$ cat config.mk
export PLATFORM = sky130hd
export DESIGN_NAME = cic_decim_ctrl
export DESIGN_NICKNAME = d
export VERILOG_FILES = /design/src/rtl/cic_decim_ctrl.sv
export SDC_FILE = /design/constraint.sdc
export NUM_CORES = 1
export LEC_CHECK = 0
export CORE_MARGIN = 3
export CORE_UTILIZATION = 35
export CTS_BUF_LIST = sky130_fd_sc_hd__clkbuf_16
export DETAILED_ROUTE_END_ITERATION = 8
export PLACE_DENSITY = 0.58
export SYNTH_ARGS = -nofsm -noshare
export SYNTH_HDL_FRONTEND = slang
export SYNTH_SLANG_ARGS = --single-unit
$ cat constraint.sdc
create_clock -name clock -period 2.9 [get_ports clock]
set_input_delay 0.58 -clock clock [delete_from_list [all_inputs] [get_ports clock]]
set_output_delay 0.58 -clock clock [all_outputs]
set_load 0.01 [all_outputs]
$ cat src/rtl/cic_decim_ctrl.sv
// cic_decim_ctrl
//   Sequencer for a variable-decimation CIC decimator. Accepts power-of-2
//   decimation change requests, flushes the CIC (holds it in reset), loads
//   the new decimation, then discards the first STAGES output strobes while
//   the comb stages settle. Downstream sees only out_strobe, which is aligned
//   with valid CIC output data.
//
// Ports
//   clock          system clock
//   reset          synchronous, active-low reset
//   cfg_wr         one-cycle request strobe
//   cfg_log2       requested log2 decimation (sampled when cfg_wr=1)
//   cfg_busy       high while flushing or settling
//   cfg_err        one-cycle pulse per rejected request
//   cur_log2       log2 decimation currently driven to the CIC
//   cic_reset      active-high reset to the CIC
//   cic_decim      decimation value to the CIC (1 << cur_log2)
//   cic_out_strobe CIC output strobe
//   out_strobe     gated, registered output-valid strobe
module cic_decim_ctrl #(
  parameter int unsigned MAX_LOG2     = 11,
  parameter int unsigned DEFAULT_LOG2 = 0,
  parameter int unsigned STAGES       = 5,
  parameter int unsigned RST_CYCLES   = 4,
  parameter int unsigned MD           = 18
) (
  input  logic          clock,
  input  logic          reset,
  input  logic          cfg_wr,
  input  logic [3:0]    cfg_log2,
  output logic          cfg_busy,
  output logic          cfg_err,
  output logic [3:0]    cur_log2,
  output logic          cic_reset,
  output logic [MD-1:0] cic_decim,
  input  logic          cic_out_strobe,
  output logic          out_strobe
);

  localparam int unsigned FCW = (RST_CYCLES < 2) ? 1 : $clog2(RST_CYCLES + 1);
  localparam int unsigned SCW = (STAGES < 2) ? 1 : $clog2(STAGES);

  localparam logic [3:0]     MAX4        = 4'(MAX_LOG2);
  localparam logic [3:0]     DEF4        = 4'(DEFAULT_LOG2);
  localparam logic [FCW-1:0] FLUSH_LOAD  = FCW'(RST_CYCLES);
  localparam logic [SCW-1:0] SETTLE_LAST = SCW'(STAGES - 1);

  typedef enum logic [1:0] {
    FLUSH,
    SETTLE,
    RUN
  } state_t;

  state_t         state;
  logic [FCW-1:0] flush_cnt;
  logic [SCW-1:0] settle_cnt;
  logic           pend_vld;
  logic [3:0]     pend_log2;

  logic           req_bad;
  logic           req_ok;
  logic           nxt_pend_vld;
  logic [3:0]     nxt_pend_log2;
  logic           settle_last;

  function automatic logic [MD-1:0] decim_of(input logic [3:0] l2);
    logic [MD-1:0] one;
    one    = '0;
    one[0] = 1'b1;
    return one << l2;
  endfunction

  // A request arriving on the final settle strobe is treated as the newest
  // pending value, so the end-of-settle decision uses the merged view.
  always_comb begin
    req_bad       = cfg_wr && (cfg_log2 > MAX4);
    req_ok        = cfg_wr && !req_bad;
    nxt_pend_vld  = req_ok ? 1'b1 : pend_vld;
    nxt_pend_log2 = req_ok ? cfg_log2 : pend_log2;
    settle_last   = (settle_cnt == SETTLE_LAST);
  end

  always_ff @(posedge clock) begin
    if (!reset) begin
      state      <= FLUSH;
      flush_cnt  <= FLUSH_LOAD;
      settle_cnt <= '0;
      pend_vld   <= 1'b0;
      pend_log2  <= '0;
      cur_log2   <= DEF4;
      cic_decim  <= decim_of(DEF4);
      cic_reset  <= 1'b1;
      cfg_busy   <= 1'b1;
      cfg_err    <= 1'b0;
      out_strobe <= 1'b0;
    end else begin
      cfg_err <= req_bad;
      // Strobes seen in RUN are forwarded even when a change is accepted in
      // the same cycle: that sample belongs to the old, valid configuration.
      out_strobe <= (state == RUN) && cic_out_strobe;

      unique case (state)
        FLUSH: begin
          pend_vld  <= nxt_pend_vld;
          pend_log2 <= nxt_pend_log2;
          if (flush_cnt == FCW'(1)) begin
            state      <= SETTLE;
            cic_reset  <= 1'b0;
            settle_cnt <= '0;
          end else begin
            flush_cnt <= flush_cnt - FCW'(1);
          end
        end

        SETTLE: begin
          pend_vld  <= nxt_pend_vld;
          pend_log2 <= nxt_pend_log2;
          if (cic_out_strobe) begin
            if (settle_last) begin
              pend_vld <= 1'b0;
              if (nxt_pend_vld && (nxt_pend_log2 != cur_log2)) begin
                state     <= FLUSH;
                flush_cnt <= FLUSH_LOAD;
                cur_log2  <= nxt_pend_log2;
                cic_decim <= decim_of(nxt_pend_log2);
                cic_reset <= 1'b1;
              end else begin
                state    <= RUN;
                cfg_busy <= 1'b0;
              end
            end else begin
              settle_cnt <= settle_cnt + SCW'(1);
            end
          end
        end

        RUN: begin
          if (req_ok && (cfg_log2 != cur_log2)) begin
            state     <= FLUSH;
            flush_cnt <= FLUSH_LOAD;
            cur_log2  <= cfg_log2;
            cic_decim <= decim_of(cfg_log2);
            cic_reset <= 1'b1;
            cfg_busy  <= 1'b1;
          end
        end

        default: begin
          state     <= FLUSH;
          flush_cnt <= FLUSH_LOAD;
          cic_reset <= 1'b1;
          cfg_busy  <= 1'b1;
        end
      endcase
    end
  end

endmodule

==> impl_metrics.toml <==
[worst_setup_path]
endpoint_kind = "flop"
critPathSlowestCell = "clkdlybuf4s50_1"
start_kind = "input port"
critPathRequiredTime_ns = 3.10
worstPathMaxFanout = 20
cp_slowest_stage_delay_ns = 0.51
crit_top_cell = "mux2i_1"
worstPathArrival_ns = 2.84
cp_cell_sequence = "clkdlybuf4s50_1, a21boi_4, mux2i_1, xor2_1, a41oi_2, a31oi_2, buf_12, mux2i_1"
crit_type = "input port to flop"
crit_buf_inv = 2
ff2ff_path_depth = 7
path_depth = 8
crit_family = "buffers and inverters"

[logic_synthesis]
yosys_warnings = 0
netlist_instances = 253
synth_top_cell_area_share_pct = 35.11
synth_cell_types = 45
ys_top_cells_by_area = "dfxtp_1 35%, mux2i_1 11%, nand2_1 8.5%"
ys_seq_elements = 37
synth-seq-area-share_pct = 35.11
ys_async_sr_fraction_pct = 0
syn_avg_cell_area_um2 = 8.338
syn_area_mm2 = 0.002110
synth_flop_cell = "dfxtp_1"
synth_area_leader_cell = "dfxtp_1"
synth_edf_count = 0

[power]
power_frac_comb_pct = 20.2
leakagePower_nw = 1.184
total_power_mw = 1.372
clkPwrFrac_pct = 37.5
p_sw_share_pct = 28.38
p_sw_mw = 0.3894
power_frac_seq_pct = 42.3
peakVddDrop_uv = 229.5
p_int_mw = 0.9828
p_per_area_mw_per_mm2 = 506.1

[route]
drtIter0Drc = 103
drtAntennaViolNets = 0
vias = 1815
drtPass1Iterations = 4
wl_um = 4823
drc = 0
avgRoutedWirePerCell_um = 13.14
viasPerCell = 4.946

[cells_and_area]
layout.cells.non_filler = 367
final_common_cell = "nand2_1"
fin_nets = 306
drive_gt1_share_pct = 11.53
num_antenna_cells = 0
mostFrequentLayoutCells = "48 x nand2_1, 37 x dfxtp_1, 31 x clkdlybuf4s50_1"
syn2layout_area_growth_pct = 28.53

[timing]
slew_headroom_pct = 61.56
maxSlewViolCount = 0
clock.fmax_mhz = 379.1
finalSetupViolations = 0
fin_ws_ns = 0.2621
whs_ns = 0.4571
clock_skew_ns = 0.003207
rsz0062_at_grt = "false"
max_slew.worst_pin.slew_ns = 0.5748
fin_crit_sh_pct = 90.96
period_minus_slack_ns = 2.638
hold_violations = 0

[clock_tree]
cts_max_level = 2
postCtsResizedCells = 0
clk_latency_ns = 0.28
cts_tree = "built"
cts_hold_buf = 0
cts.sinks = 37
root_buffer = "clkbuf_16"
clk_pin_slew_ns = 0.05
cts_setup_buffers = 0
clk_path_buf_depth = 2
cts_buffers = 5

[placement]
gp_congestion = 0.8222
io_buffer_count = 31
dp_slack_ns = -0.01324
dpl.hpwl_um = 3572
placedCellCount = 359

[floorplanning]
initial_core_util_pct = 37.17
num_rows = 27
dieArea_mm2 = 0.006995
die_w_um = 83.64
core_area_mm2 = 0.005675
dieHeight_um = 83.64
ioPinCount = 34

[hold_path]
worstHoldPathCells = 2
hold_class = "flop to flop"

[grt]
antenna_found_initial = 0
grt-ovfl-total = 0
grt_max_degree = 21
grt_first_pass_wirelength_um = 8073
grt_usage_pct = 13.99
grt_pass1_vias = 1678

[status]
status = "finished clean"

[flow_run]
maxCapViolations = 0
-- logic make-up after synthesis --
family,Yosys count,synth area share [%]
AOI/OAI and AO/OA,45,16.19
xor gates and xnor gates,9,3.737
adders and majority gates,4,2.373
buffers and inverters,24,5.753
DFF,37,35.11
muxes,26,12.46
other,1,0.1778
and+or+nand+nor,107,24.20
-- synthesized netlist by cell type, drive strengths merged, types with 3 or more instances --
| master | count |
|---|---|
| nand2b | 3 |
| o21ai | 11 |
| o211ai | 4 |
| nor3 | 3 |
| nand2 | 48 |
| dfxtp | 37 |
| xor2 | 7 |
| nor2 | 18 |
| nand3 | 7 |
| inv | 7 |
| ha | 4 |
| a21boi | 3 |
| mux2i | 24 |
| buf | 7 |
| and3 | 3 |
| a22o | 3 |
| o21a | 6 |
| a31oi | 3 |
| a21oi | 6 |
| clkbuf | 10 |
| nor2b | 13 |
-- power groups by stage --
stage	Sequential, mW	Clock [mW]	Combinational, mW
3_5_place_dp	0.589	0	0.277
4_1_cts	0.579	0.534	0.279
2_1_floorplan	0.576	0	0.208
6_report	0.580	0.515	0.277
3_3_place_gp	0.588	0	0.271
5_1_grt	0.584	0.544	0.312
-- final timing paths --
path	slack (ns)	to	start
setup / recovery	0.26	cic_decim[1]	cfg_wr
setup reg to reg	0.98	cic_decim[0]	state[1]
hold / removal	0.46	cic_decim[5]	cic_decim[5]
hold reg to reg	0.46	cic_decim[5]	cic_decim[5]
-- worst register-to-register path: stages, from the launching register on --
cell and delay [ns]:
dfxtp_1 0.66, nor2b_1 0.20, buf_4 0.19, nor2_1 0.05
buf_4 0.16, a22o_1 0.25, a21boi_0 0.21, mux2i_1 0.09
-- metrics by stage --
step	util, %	TNS (ns)	cell area, um^2
4_1_cts	47.77	0	2711
6_report	47.77	0	2711
3_3_place_gp	45.35	0	2574
2_1_floorplan	-	0	2113
5_1_grt	47.77	0	2711
3_5_place_dp	45.35	-0.01324	2574
-- metal layers --
layer | track usage [%] | wire (um)
met2 | 20.17 | 2034
met1 | 19.96 | 2536
met4 | 5.702 | 80
met3 | 3.159 | 172
met5 | 0 | 0
-- flip-flops by register name, indices dropped and copies added (netlist names) --
signal	count
cfg_err	1
out_strobe	1
cfg_busy	1
pend_log2	4
cic_reset	1
cur_log2	4
state	2
pend_vld	1
cic_decim	16
settle_cnt	3
flush_cnt	3
-- area by class of cell --
| cell class | count | area (um^2) |
|---|---|---|
| sequential | 37 | 740.7 |
| inverter | 7 | 26.28 |
| tap | 72 | 90.09 |
| timing repair buffer | 50 | 465.4 |
| multi-input combinational | 193 | 1251 |
| fill | 602 | 2964 |
| clock inverter | 3 | 12.51 |
| clock buffer | 5 | 125.1 |
Power figures use the tool's default switching activity.
